[src/rtl/ma_ctrl_pkg.sv]
// ma_ctrl_pkg
// Shared definitions for the moving-average scheduler: controller state
// encoding, filter-select encodings and the select-to-window mapping.
package ma_ctrl_pkg;

  typedef enum logic [2:0] {
    ST_IDLE      = 3'd0,
    ST_ISSUE     = 3'd1,
    ST_WAIT_RESP = 3'd2,
    ST_GAP_WAIT  = 3'd3,
    ST_CLEAR     = 3'd4
  } state_e;

  // Filter-select encodings as seen on cfg_sel / avg_sel.
  localparam logic [1:0] SEL_2   = 2'b00;
  localparam logic [1:0] SEL_4   = 2'b01;
  localparam logic [1:0] SEL_8   = 2'b10;
  localparam logic [1:0] SEL_BAD = 2'b11;

  // Warm-up count saturates at the largest window.
  localparam logic [3:0] WARMUP_MAX = 4'd8;

  // Window length for a select value. SEL_BAD is never latched into
  // avg_sel, so its mapping only has to be something harmless.
  function automatic logic [3:0] window_size(input logic [1:0] sel);
    logic [3:0] w;
    case (sel)
      SEL_2:   w = 4'd2;
      SEL_4:   w = 4'd4;
      default: w = 4'd8;
    endcase
    return w;
  endfunction

endpackage

[src/rtl/ma_warmup_tracker.sv]
// ma_warmup_tracker
// Counts results since the last history clear (saturating at 8) and flags
// whether the averager window is full, counting the result being issued.
// Ports:
//   clk, rst_n  - clock, asynchronous active-low reset
//   clr_i       - restart the count (history is being cleared)
//   inc_i       - a result is being forwarded this cycle
//   sel_i       - current filter select, sets the window length
//   settled_o   - registered; valid alongside the forwarded result
module ma_warmup_tracker
  import ma_ctrl_pkg::*;
(
  input  logic       clk,
  input  logic       rst_n,
  input  logic       clr_i,
  input  logic       inc_i,
  input  logic [1:0] sel_i,
  output logic       settled_o
);

  logic [3:0] count_q, count_d, count_inc;
  logic       settled_q, settled_d;

  always_comb begin
    count_inc = (count_q >= WARMUP_MAX) ? WARMUP_MAX : count_q + 4'd1;
    count_d   = count_q;
    settled_d = settled_q;
    if (clr_i) begin
      count_d   = 4'd0;
      settled_d = 1'b0;
    end else if (inc_i) begin
      count_d   = count_inc;
      // Compare with the incremented count so the window-th result is
      // already marked settled.
      settled_d = (count_inc >= window_size(sel_i));
    end
  end

  always_ff @(posedge clk or negedge rst_n) begin
    if (!rst_n) begin
      count_q   <= 4'd0;
      settled_q <= 1'b0;
    end else begin
      count_q   <= count_d;
      settled_q <= settled_d;
    end
  end

  assign settled_o = settled_q;

endmodule

[src/rtl/ma_sample_scheduler.sv]
// ma_sample_scheduler
// Sequences the moving-average datapath: accepts upstream samples, issues
// each as a single-cycle strobe, waits (bounded) for the averager's result
// and forwards it, enforcing a gap before the next acceptance. Also runs
// filter-size reconfiguration (history clear + ack) and error reporting.
// Ports:
//   s_data/s_valid/s_ready  - upstream sample handshake
//   cfg_sel/cfg_req         - requested filter size, level request
//   cfg_ack/cfg_err         - request consumed pulse, illegal-size pulse
//   avg_data/avg_strobe/avg_sel/avg_clear - averager controls
//   avg_result/avg_done     - averager output and its strobe
//   m_data/m_valid/m_settled - forwarded result and window-full flag
//   err_timeout             - sticky response-timeout flag
module ma_sample_scheduler
  import ma_ctrl_pkg::*;
#(
  parameter int DATA_W       = 10,
  parameter int GAP          = 1,
  parameter int RESP_TIMEOUT = 8,
  parameter int CLEAR_CYCLES = 2
) (
  input  logic              clk,
  input  logic              rst_n,
  input  logic [DATA_W-1:0] s_data,
  input  logic              s_valid,
  output logic              s_ready,
  input  logic [1:0]        cfg_sel,
  input  logic              cfg_req,
  output logic              cfg_ack,
  output logic              cfg_err,
  output logic [DATA_W-1:0] avg_data,
  output logic              avg_strobe,
  output logic [1:0]        avg_sel,
  output logic              avg_clear,
  input  logic [DATA_W-1:0] avg_result,
  input  logic              avg_done,
  output logic [DATA_W-1:0] m_data,
  output logic              m_valid,
  output logic              m_settled,
  output logic              err_timeout
);

  // Terminal values for the shared cycle counter in each timed state.
  localparam logic [7:0] TO_LAST  = 8'(RESP_TIMEOUT - 1);
  localparam logic [7:0] GAP_LAST = 8'(GAP - 1);
  localparam logic [7:0] CLR_LAST = 8'(CLEAR_CYCLES - 1);

  state_e              state_q;
  logic [7:0]          cnt_q;
  logic [DATA_W-1:0]   avg_data_q;
  logic                avg_strobe_q;
  logic [1:0]          avg_sel_q;
  logic                avg_clear_q;
  logic [DATA_W-1:0]   m_data_q;
  logic                m_valid_q;
  logic                cfg_ack_q;
  logic                cfg_err_q;
  logic                err_timeout_q;
  logic                resp_hit;

  // A pending config request blocks sample acceptance.
  assign s_ready  = (state_q == ST_IDLE) && !cfg_req;
  assign resp_hit = (state_q == ST_WAIT_RESP) && avg_done;

  always_ff @(posedge clk or negedge rst_n) begin
    if (!rst_n) begin
      state_q       <= ST_IDLE;
      cnt_q         <= 8'd0;
      avg_data_q    <= '0;
      avg_strobe_q  <= 1'b0;
      avg_sel_q     <= SEL_2;
      avg_clear_q   <= 1'b0;
      m_data_q      <= '0;
      m_valid_q     <= 1'b0;
      cfg_ack_q     <= 1'b0;
      cfg_err_q     <= 1'b0;
      err_timeout_q <= 1'b0;
    end else begin
      avg_strobe_q <= 1'b0;
      m_valid_q    <= 1'b0;
      cfg_ack_q    <= 1'b0;
      cfg_err_q    <= 1'b0;
      unique case (state_q)
        ST_IDLE: begin
          // cfg_req is still high in the cycle its ack is visible; ignore
          // it then so one request is never consumed twice.
          if (cfg_req && !cfg_ack_q) begin
            if (cfg_sel == SEL_BAD) begin
              cfg_ack_q <= 1'b1;
              cfg_err_q <= 1'b1;
            end else begin
              avg_sel_q   <= cfg_sel;
              avg_clear_q <= 1'b1;
              cnt_q       <= 8'd0;
              state_q     <= ST_CLEAR;
            end
          end else if (s_valid && s_ready) begin
            avg_data_q   <= s_data;
            avg_strobe_q <= 1'b1;
            state_q      <= ST_ISSUE;
          end
        end
        ST_ISSUE: begin
          cnt_q   <= 8'd0;
          state_q <= ST_WAIT_RESP;
        end
        ST_WAIT_RESP: begin
          // A response in the expiring cycle still wins over the timeout.
          if (avg_done) begin
            m_data_q  <= avg_result;
            m_valid_q <= 1'b1;
            cnt_q     <= 8'd0;
            state_q   <= (GAP == 0) ? ST_IDLE : ST_GAP_WAIT;
          end else if (cnt_q == TO_LAST) begin
            err_timeout_q <= 1'b1;
            cnt_q         <= 8'd0;
            state_q       <= (GAP == 0) ? ST_IDLE : ST_GAP_WAIT;
          end else begin
            cnt_q <= cnt_q + 8'd1;
          end
        end
        ST_GAP_WAIT: begin
          if (cnt_q == GAP_LAST) begin
            state_q <= ST_IDLE;
          end else begin
            cnt_q <= cnt_q + 8'd1;
          end
        end
        ST_CLEAR: begin
          if (cnt_q == CLR_LAST) begin
            avg_clear_q <= 1'b0;
            cfg_ack_q   <= 1'b1;
            state_q     <= ST_IDLE;
          end else begin
            cnt_q <= cnt_q + 8'd1;
          end
        end
        default: state_q <= ST_IDLE;
      endcase
    end
  end

  ma_warmup_tracker u_warmup (
    .clk       (clk),
    .rst_n     (rst_n),
    .clr_i     (state_q == ST_CLEAR),
    .inc_i     (resp_hit),
    .sel_i     (avg_sel_q),
    .settled_o (m_settled)
  );

  assign avg_data    = avg_data_q;
  assign avg_strobe  = avg_strobe_q;
  assign avg_sel     = avg_sel_q;
  assign avg_clear   = avg_clear_q;
  assign m_data      = m_data_q;
  assign m_valid     = m_valid_q;
  assign cfg_ack     = cfg_ack_q;
  assign cfg_err     = cfg_err_q;
  assign err_timeout = err_timeout_q;

endmodule

[config.mk]
export PLATFORM = sky130hd
export DESIGN_NAME = ma_sample_scheduler
export DESIGN_NICKNAME = d
export VERILOG_FILES = /design/src/rtl/ma_ctrl_pkg.sv /design/src/rtl/ma_warmup_tracker.sv /design/src/rtl/ma_sample_scheduler.sv
export SDC_FILE = /design/constraint.sdc
export NUM_CORES = 1
export LEC_CHECK = 0
export ABC_AREA = 1
export CAP_MARGIN = 20
export CORE_MARGIN = 5
export CORE_UTILIZATION = 49
export DETAILED_ROUTE_END_ITERATION = 8
export GPL_ROUTABILITY_DRIVEN = 0
export PLACE_DENSITY = 0.8
export SKIP_LAST_GASP = 1
export SYNTH_ARGS = -nofsm -noshare
export SYNTH_HDL_FRONTEND = slang
export SYNTH_SLANG_ARGS = --single-unit
[constraint.sdc]
create_clock -name clk -period 1.7 [get_ports clk]
set_input_delay 0.255 -clock clk [delete_from_list [all_inputs] [get_ports clk]]
set_output_delay 0.255 -clock clk [all_outputs]
set_load 0.005 [all_outputs]
Yosys cells after proc, flatten, opt, wreduce, memory -nomap -nowiden
Cells that the tools add are included.
Widths: inputs -> output; s select.
{ "totals": {"ff_bits": 44, "output_inout_bits": 30, "word_cells": 93, "inputBits": 27} }
{ "op_classes": {"n_bitwise": 3, "order_cmp": 2, "n_eq_ne": 17, "mux": 37, "reduce_logical": 19, "add_sub_neg": 2} }
{ "op_table": {"columns": ["op", "n"], "rows": [
  ["$mux 8", 6],
  ["$pmux 8 s5", 1],
  ["$mux 3", 7],
  ["$mux 4", 5],
  ["$pmux 3 s5", 1],
  ["$mux 1", 14],
  ["$ne 2x2->1 const B", 5],
  ["$reduce_and 5->1", 2],
  ["$reduce_and 3->1", 3],
  ["$add 8x1->8 const B", 1],
  ["$eq 8x1->1 const B", 1],
  ["$eq 8x3->1 const B", 1],
  ["$logic_not 8->1", 1],
  ["$pmux 4 s2", 1],
  ["$eq 3x2->1 const B", 2],
  ["$reduce_bool 5->1", 1],
  ["$add 4x1->4 const B", 1],
  ["$ge 4x4->1", 1],
  ["$ge 4x4->1 const B", 1],
  ["$logic_and 1x1->1", 4],
  ["$pmux 1 s2", 2],
  ["$reduce_and 4->1", 1],
  ["$reduce_bool 2->1", 2],
  ["$eq 3x1->1 const B", 1],
  ["12 further kinds", 15]
]} }

Logic depth before layout (Yosys ltp)
Gate-level depths: netlist of the first run.
{ "depth": {"ltp_word": 7, "mapped_depth": 9, "depth_no_buf": 9} }

By module
A second synthesis of the first run with hierarchy kept.
{ "hier_totals": {"hier_cells": 294, "hier_area_um2": 2293.4} }
{ "modules_own_cells": {"columns": ["module", "seq_area_each_um2", "n_inst", "area_per_inst_um2", "cells_per_inst"], "rows": [
  ["ma_sample_scheduler", 975.9, 1, 1935.6, 245],
  ["ma_warmup_tracker", 125.1, 1, 357.8, 49]
]} }

Worst setup path after synthesis of the first run
Ideal clock, no wire load.
{ "synth_timing": {"kind": "register -> register", "start": "reg u_warmup.count_q[0]", "end": "reg u_warmup.settled_q, in the netlist u_warmup.settled_o", "n_path_buf": 0, "synth_period_minus_slack_ps": 1459, "stages_incl_launch_ff": 9, "arrival_time_ps": 1336, "setup_time_ps": 123, "required_ps": 1577, "setup_slack_ps": 241, "path_cell_list": "dfrtp_1 ha_1 xnor2_1 nor2_1 ha_1 nand2_1 o21ai_0 o21ai_0 nand2_1"} }
{ "synth_between": {"elab_chain_cells": 5, "word_cells_on_any_way": 6, "cone_classes": "1 x add/sub; 2 x order compare; 3 x mux"} }
{ "synth_rtl": {"columns": ["item", "line_no", "source"], "rows": [
  ["start: declaration", "ma_warmup_tracker.sv:21", "logic [3:0] count_q, count_d, count_inc;"],
  ["start signal: assignment", "ma_warmup_tracker.sv:44", "count_q <= count_d;"],
  ["$add 4x1->4 or $ge 4x4->1 (tied branches)", "ma_warmup_tracker.sv:25", "count_inc = (count_q >= WARMUP_MAX) ? WARMUP_MAX : count_q + 4'd1;"],
  ["$mux 4 *", "ma_warmup_tracker.sv:25", null],
  ["$ge 4x4->1 *", "ma_warmup_tracker.sv:35", "settled_d = (count_inc >= window_size(sel_i));"],
  ["$mux 1 *", "ma_warmup_tracker.sv:31", "end else if (inc_i) begin"],
  ["$mux 1 *", "ma_warmup_tracker.sv:28", "if (clr_i) begin"],
  ["end signal: assignment", "ma_warmup_tracker.sv:45", "settled_q <= settled_d;"],
  ["end: declaration", "ma_warmup_tracker.sv:22", "logic settled_q, settled_d;"]
]} }
Mark *: on every way between the ends. The rest lies on a longest branch, timed or not. The select of a mux whose other input is x is not followed.
A chain may end at the register's enable or synchronous reset.

Worst setup path after layout of the first run
Same ends and word-level chain as after synthesis.

==> results of run 1 <==
flip-flops by register name, indices dropped and copies added (netlist names):
register            cells
avg_data               10
m_data                 10
cnt_q                   8
u_warmup.count_q        4
state_q                 3
avg_sel                 2
avg_clear               1
avg_strobe              1
cfg_ack                 1
cfg_err                 1
err_timeout             1
m_valid                 1
u_warmup.settled_o      1
power breakdown:
part / total, mW / internal (mW) / switching, mW
registers: 1.56 / 1.34 / 0.217
clock network: 0.838 / 0.481 / 0.358
logic: 1.96 / 0.903 / 1.05
Yosys cell counts:
cell type	count
nor2_2	5
buf_6	2
dfrtp_1	44
o22a_1	1
o21ai_0	7
buf_2	2
a21oi_2	1
o21a_1	1
o21ai_2	2
xor2_1	2
nand2_4	1
nor2_4	3
inv_1	17
buf_4	1
inv_2	6
nand2_2	6
nand3_2	2
o22ai_1	2
ha_1	8
nand2_1	119
nor2_1	19
nand4_1	5
nand3_1	9
xnor2_1	1
a21oi_1	5
o31ai_1	1
nor3b_1	1
o21bai_1	3
through the flow:
step,utilization,std cells,total power [mW],hold slack [ns],setup TNS [ns]
after CTS,0.6852,394,4.384,0.4526,0
after global routing,0.6884,394,4.702,0.4854,-0.009184
final,0.6884,394,4.355,0.4414,0
after global placement,0.6518,383,3.420,0.2369,0
after detailed placement,0.6518,383,3.489,0.2386,0
after floorplan,-,276,2.607,-0.04059,0
worst max path at each step:
stage	cells after the start	from	end	slack, ns
floorplan	8	u_warmup.count_q[0]$_DFFE_PN0P_	u_warmup.settled_o$_DFFE_PN0P_	0.24
global placement	8	cfg_req	cnt_q[2]$_DFFE_PN0P_	0.07
detailed placement	8	cfg_req	cnt_q[4]$_DFFE_PN0P_	0.03
CTS	7	u_warmup.count_q[0]$_DFFE_PN0P_	u_warmup.settled_o$_DFFE_PN0P_	0.08
global route	7	u_warmup.count_q[1]$_DFFE_PN0P_	u_warmup.settled_o$_DFFE_PN0P_	-0.009
finish	8	u_warmup.count_q[0]$_DFFE_PN0P_	u_warmup.settled_o$_DFFE_PN0P_	0.12
cells by family after synthesis:
logic type / after synthesis / share of synthesized area
DFF: 44 / 0.4927
and+or+nand+nor: 170 / 0.3292
buffers and inverters: 28 / 0.05655
xor gates and xnor gates: 3 / 0.01176
adders and majority gates: 8 / 0.04479
AOI/OAI and AO/OA: 23 / 0.06495
area by class of cell:
| type | instances | area, µm² |
|---|---|---|
| inverter | 23 | 86.33 |
| clock buffer | 6 | 82.58 |
| timing repair buffer | 63 | 621.8 |
| tap | 52 | 65.06 |
| sequential | 44 | 1102 |
| multi-input combinational | 204 | 1021 |
| fill | 370 | 1366 |
| clock inverter | 2 | 38.79 |
timing repair:
item / CTS / global route
hold buffers: 1 / 0
endpoints found under the setup margin: 1 / 1
hold endpoints to repair: 19 / 0
pin swaps: 0 / 0
setup buffers: 2 / 0
resized for setup: 2 / 2
worst register-to-register path, cell delays in order, from the launching register on:
cell	delay [ns]
dfrtp_1	0.39
ha_1	0.21
xnor2_1	0.12
nor2_1	0.14
ha_1	0.26
nand2_1	0.08
o21ai_0	0.07
o21ai_0	0.14
nand2_1	0.06
metal layers:
layer,global-route usage,share of wire
met2,0.3022,0.50
met3,0.04167,0.049
met5,0,0
met4,0.07045,0.025
met1,0.2336,0.43
==> out/metrics.cfg, run 1 <==
[run_status]
outcome=complete, no violations

[placement]
dp.final_hpwl_um=3986
numPortBuffers=56
dpl_cell_area_mm2=0.002858
place_ws_ns=0.03228

[sta]
period_minus_slack_ns=1.583
timing.slew.headroom=0.6837
final-hold-violation-count=0
clock.fmax_mhz=631.7
report.final.slew_viol_count=0
setup-violations-final=0
layout_worst_path_cycle_share=0.9312
worst_setup_slack_after_layout_ns=0.1170
transition_at_the_pin_with_the_smallest_max_transition_slack_ns=0.4745
final.setup_skew_ns=0.007967

[final_layout]
final_common_cell=nand2_1
stdcell_area_mm2=0.003018
fin_nets=376
mostFrequentLayoutCells=nand2_1 (119), clkdlybuf4s50_1 (54), dfrtp_1 (43), nor2_1 (19), inv_1 (17)
area_growth_syn_to_layout_pct=35.05
n_antenna_cell=0
final_layout_size_suffix_gt1_frac=0.1257

[flow_run]
cap_violations=0

[routing]
drc_errors=0
drt_wirelength_um=5205
drt_iter0_drc=75
antenna_violating_nets_post_route=0
total_iterations_of_the_first_detailed_routing_run=4
route.detailed.vias_per_inst=4.977
drt-wirelength-per-cell_um=13.21
via_count=1961

[grt]
grt_remaining_overflow=0
grt_start_max_net_pins=26
grt_usage=0.1830
grt_pass1_vias=1930
initial_antenna_violation_count=0
grt_pass1_wl_um=8907

[worst_setup_path]
cp.arrival_ns=1.76
reg2reg_to=u_warmup.settled_o$_DFFE_PN0P_
worst_r2r_startpoint=u_warmup.count_q[0]$_DFFE_PN0P_
worst-setup-path-type=reg -> reg
rrSetupSlack_ns=0.12
cpPeakStageDelay_ns=0.39
crit_path_top_delay_cell=dfrtp_1
endpoint_kind=register
worst-r2r-cell-count=8
critPathRequiredTime_ns=1.88
crit_path_cell_trace=ha_1, xnor2_1, nor2_1, ha_1, nand2_1, o21ai_0, o21ai_0, nand2_1
worstSetupStartpointType=register
worst_path_dominant_cell_family=adder cells
critical_path.max_fanout=2
crit_buf_inv=0

[power_and_ir_drop]
p_per_area_mw_per_mm2=1443
irDropWorstVdd_mv=1.090
power.static_leakage_nw=1.548

[clock_network]
numClockSinks=44
htree_levels=2
path_clk_slew_ns=0.09
tritoncts.num_buffers=5
clock-root-buffer=clkbuf_8
tritoncts=built
ctsLongestPathBuffers=2
clk-insertion-delay-late_ns=0.29

[floorplanning]
pin_count=57
floorplan.die.height_um=77.53
std_cell_rows=24
dieArea_mm2=0.006011
core_area_mm2=0.004384
dieWidth_um=77.53
start_util=0.5097

[synth]
syn_area_mm2=0.002235
syn_nets=311
postSynthRegisterBits=44
synth.yosys.seq_area_share=0.4927
syn-instance-count=276
synth_area_leader_cell=dfrtp_1
synth_cell_types=28
synth_top_cell_area_share=0.4927
syn_avg_cell_area_um2=8.097
synth-warning-count=0
post_synth_main_area_contributors=dfrtp_1 (49%), nand2_1 (20%), ha_1 (4.5%)

[worst_hold_path]
hold_path.class=in -> async

(Power assumes the default switching activity.)
==> inputs of run 2 (changes only) <==
--- a/config.mk
+++ b/config.mk
@@ -12,6 +12,7 @@
 export DETAILED_ROUTE_END_ITERATION = 8
 export GPL_ROUTABILITY_DRIVEN = 0
 export PLACE_DENSITY = 0.8
+export REMOVE_ABC_BUFFERS = 1
 export SKIP_LAST_GASP = 1
 export SYNTH_ARGS = -nofsm -noshare
 export SYNTH_HDL_FRONTEND = slang
==> out/metrics.cfg, run 2 (synthesized netlist as in run 1, its figures left out) <==
[routing]
drc_errors=0  ; unchanged
drt_iter0_drc=108  ; was 75
drt-wirelength-per-cell_um=12.82  ; was 13.21 µm
drt_wirelength_um=5027  ; was 5205 µm
via_count=1938  ; was 1,961
route.detailed.vias_per_inst=4.944  ; was 4.977
total_iterations_of_the_first_detailed_routing_run=4  ; unchanged
antenna_violating_nets_post_route=0  ; unchanged

[sta]
finalSetupTns_ns=0  ; unchanged
transition_at_the_pin_with_the_smallest_max_transition_slack_ns=0.4668  ; was 0.4745 ns
final-hold-violation-count=0  ; unchanged
rsz0062_at_grt=no
clock.fmax_mhz=646.1  ; was 631.7 MHz
worst_setup_slack_after_layout_ns=0.1521  ; was 0.1170 ns
layout_worst_path_cycle_share=0.9105  ; was 0.9312
final.setup_skew_ns=0.01022  ; was 0.007967 ns
setup-violations-final=0  ; unchanged
fin_worst_hold_slack_ns=0.4400  ; was 0.4414 ns
timing.slew.headroom=0.6888  ; was 0.6837
report.final.slew_viol_count=0  ; unchanged
period_minus_slack_ns=1.548  ; was 1.583 ns

[worst_setup_path]
crit_path_top_delay_cell=dfrtp_1  ; unchanged
worstSetupStartpointType=register  ; unchanged
endpoint_kind=register  ; unchanged
worst-setup-path-type=reg -> reg  ; unchanged
cp.arrival_ns=1.74  ; was 1.76 ns
critPathRequiredTime_ns=1.89  ; was 1.88 ns
cpPeakStageDelay_ns=0.36  ; was 0.39 ns
rrSetupSlack_ns=0.15  ; was 0.12 ns
crit_buf_inv=1  ; was 0
critical_path.max_fanout=4  ; was 2
crit_path_cell_trace=inv_1, o31ai_1, ha_1, a21oi_1, o21ai_0, o21ai_1, nand2_1  ; was ha_1, xnor2_1, nor2_1, ha_1, nand2_1, o21ai_0, o21ai_0, nand2_1
worst_path_dominant_cell_family=compound AO/OA/AOI/OAI gates  ; was adder cells

[clock_network]
clock-root-buffer=clkbuf_8  ; unchanged
ctsLongestPathBuffers=2  ; unchanged
numClockSinks=44  ; unchanged
tritoncts=built  ; unchanged
path_clk_slew_ns=0.08  ; was 0.09 ns
htree_levels=2  ; unchanged
clk-insertion-delay-late_ns=0.29  ; about the same
tritoncts.num_buffers=5  ; unchanged

[placement]
numPlacedInstances=383  ; unchanged
dp.final_hpwl_um=3885  ; was 3986 µm
dpl_cell_area_mm2=0.002858  ; unchanged
place_ws_ns=0.03820  ; was 0.03228 ns
numPortBuffers=56  ; unchanged

[final_layout]
stdcell_area_mm2=0.002960  ; was 0.003018 mm²
area_growth_syn_to_layout_pct=32.47  ; was 35.05%
n_antenna_cell=0  ; unchanged
final_cell_count_no_fill=392  ; was 394
fin_nets=374  ; was 376
final_layout_size_suffix_gt1_frac=0.1147  ; was 0.1257
mostFrequentLayoutCells=nand2_1 (119), clkdlybuf4s50_1 (54), dfrtp_1 (43), nor2_1 (19), inv_1 (17)  ; unchanged
final_common_cell=nand2_1  ; unchanged
finish.utilization=0.6752  ; was 0.6884
fill_cells=356  ; was 370

[power_and_ir_drop]
power.share.sequential=0.383  ; was 0.358
irDropWorstVdd_mv=0.7879  ; was 1.090 mV
combinational_cell_fraction_of_total_power=0.453  ; was 0.449
power.static_leakage_nw=1.515  ; was 1.548 nW
power_report.internal_total_mw=2.547  ; was 2.727 mW
power.switching_mw=1.558  ; was 1.627 mW
share_clk_of_total_power=0.163  ; was 0.192
post_route_total_power_mw=4.105  ; was 4.355 mW
p_per_area_mw_per_mm2=1387  ; was 1443 mW/mm²
switching_share=0.3796  ; was 0.3737

[flow_run]
cap_violations=0  ; unchanged

[grt]
grt_pass1_wl_um=8597  ; was 8907 µm
grt_remaining_overflow=0  ; unchanged
grt_usage=0.1766  ; was 0.1830
initial_antenna_violation_count=0  ; unchanged
grt_start_max_net_pins=27  ; was 26
grt_pass1_vias=1885  ; was 1,930

[floorplanning]
dieWidth_um=77.53  ; unchanged
std_cell_rows=24  ; unchanged
core_area_mm2=0.004384  ; unchanged
pin_count=57  ; unchanged
floorplan.die.height_um=77.53  ; unchanged
dieArea_mm2=0.006011  ; unchanged
start_util=0.5097  ; unchanged

[run_status]
outcome=complete, no violations  ; unchanged

[worst_hold_path]
hold_path.class=in -> async  ; unchanged

==> run 2: cell count changes in the layout (fill, tap and decap cells not counted), sizes merged <==
cell / change
bufinv: -1
clkbuf: +2
clkinv: -1
buf: -2
==> run 2: final timing paths <==
| path | start | endpoint | cells past startpoint |
|---|---|---|---|
| setup reg to reg | u_warmup.count_q[0]$_DFFE_PN0P_ | u_warmup.settled_o$_DFFE_PN0P_ | 7 |
| max in group asynchronous | rst_n | m_data[2]$_DFFE_PN0P_ | 3 |
| hold reg to reg | err_timeout$_DFFE_PN0P_ | err_timeout$_DFFE_PN0P_ | 1 |
| min in group clk | err_timeout$_DFFE_PN0P_ | err_timeout$_DFFE_PN0P_ | 1 |
| setup / recovery | u_warmup.count_q[0]$_DFFE_PN0P_ | u_warmup.settled_o$_DFFE_PN0P_ | 7 |
| hold / removal | rst_n | cfg_err$_DFF_PN0_ | 2 |
==> run 2: cell type report <==
class / count / area [µm²] / share of cell area
sequential: 44 / 1102 / 0.3724
multi-input combinational: 204 / 1010 / 0.3411
timing repair buffer: 61 / 606.8 / 0.2050
clock buffer: 8 / 90.09 / 0.03043
inverter: 23 / 86.33 / 0.02916
tap: 52 / 65.06 / 0.02198
==> run 2: power groups by stage <==
stage | clock network [mW] | logic, mW | registers, mW
2_1_floorplan | 0 | 1.01 | 1.58
3_3_place_gp | 0 | 1.84 | 1.58
3_5_place_dp | 0 | 1.89 | 1.59
4_1_cts | 0.689 | 1.89 | 1.58
5_1_grt | 0.736 | 2.10 | 1.62
6_report | 0.670 | 1.86 | 1.57
==> run 2: routing by layer <==
layer / track usage / routed length [µm]
met1: 0.2179 / 2191
met2: 0.2997 / 2566
met3: 0.03472 / 190
met4: 0.07732 / 79
met5: 0 / 0
==> run 2: timing repair <==
| item | 4_1_cts | 5_1_grt |
|---|---|---|
| setup endpoints to repair | 1 | 1 |
| buffers inserted | 0 | 0 |
| endpoints found under the hold margin | 18 | 0 |
| gates resized for setup | 2 | 2 |
| pin swaps | 0 | 1 |
| hold buffers | 1 | 0 |
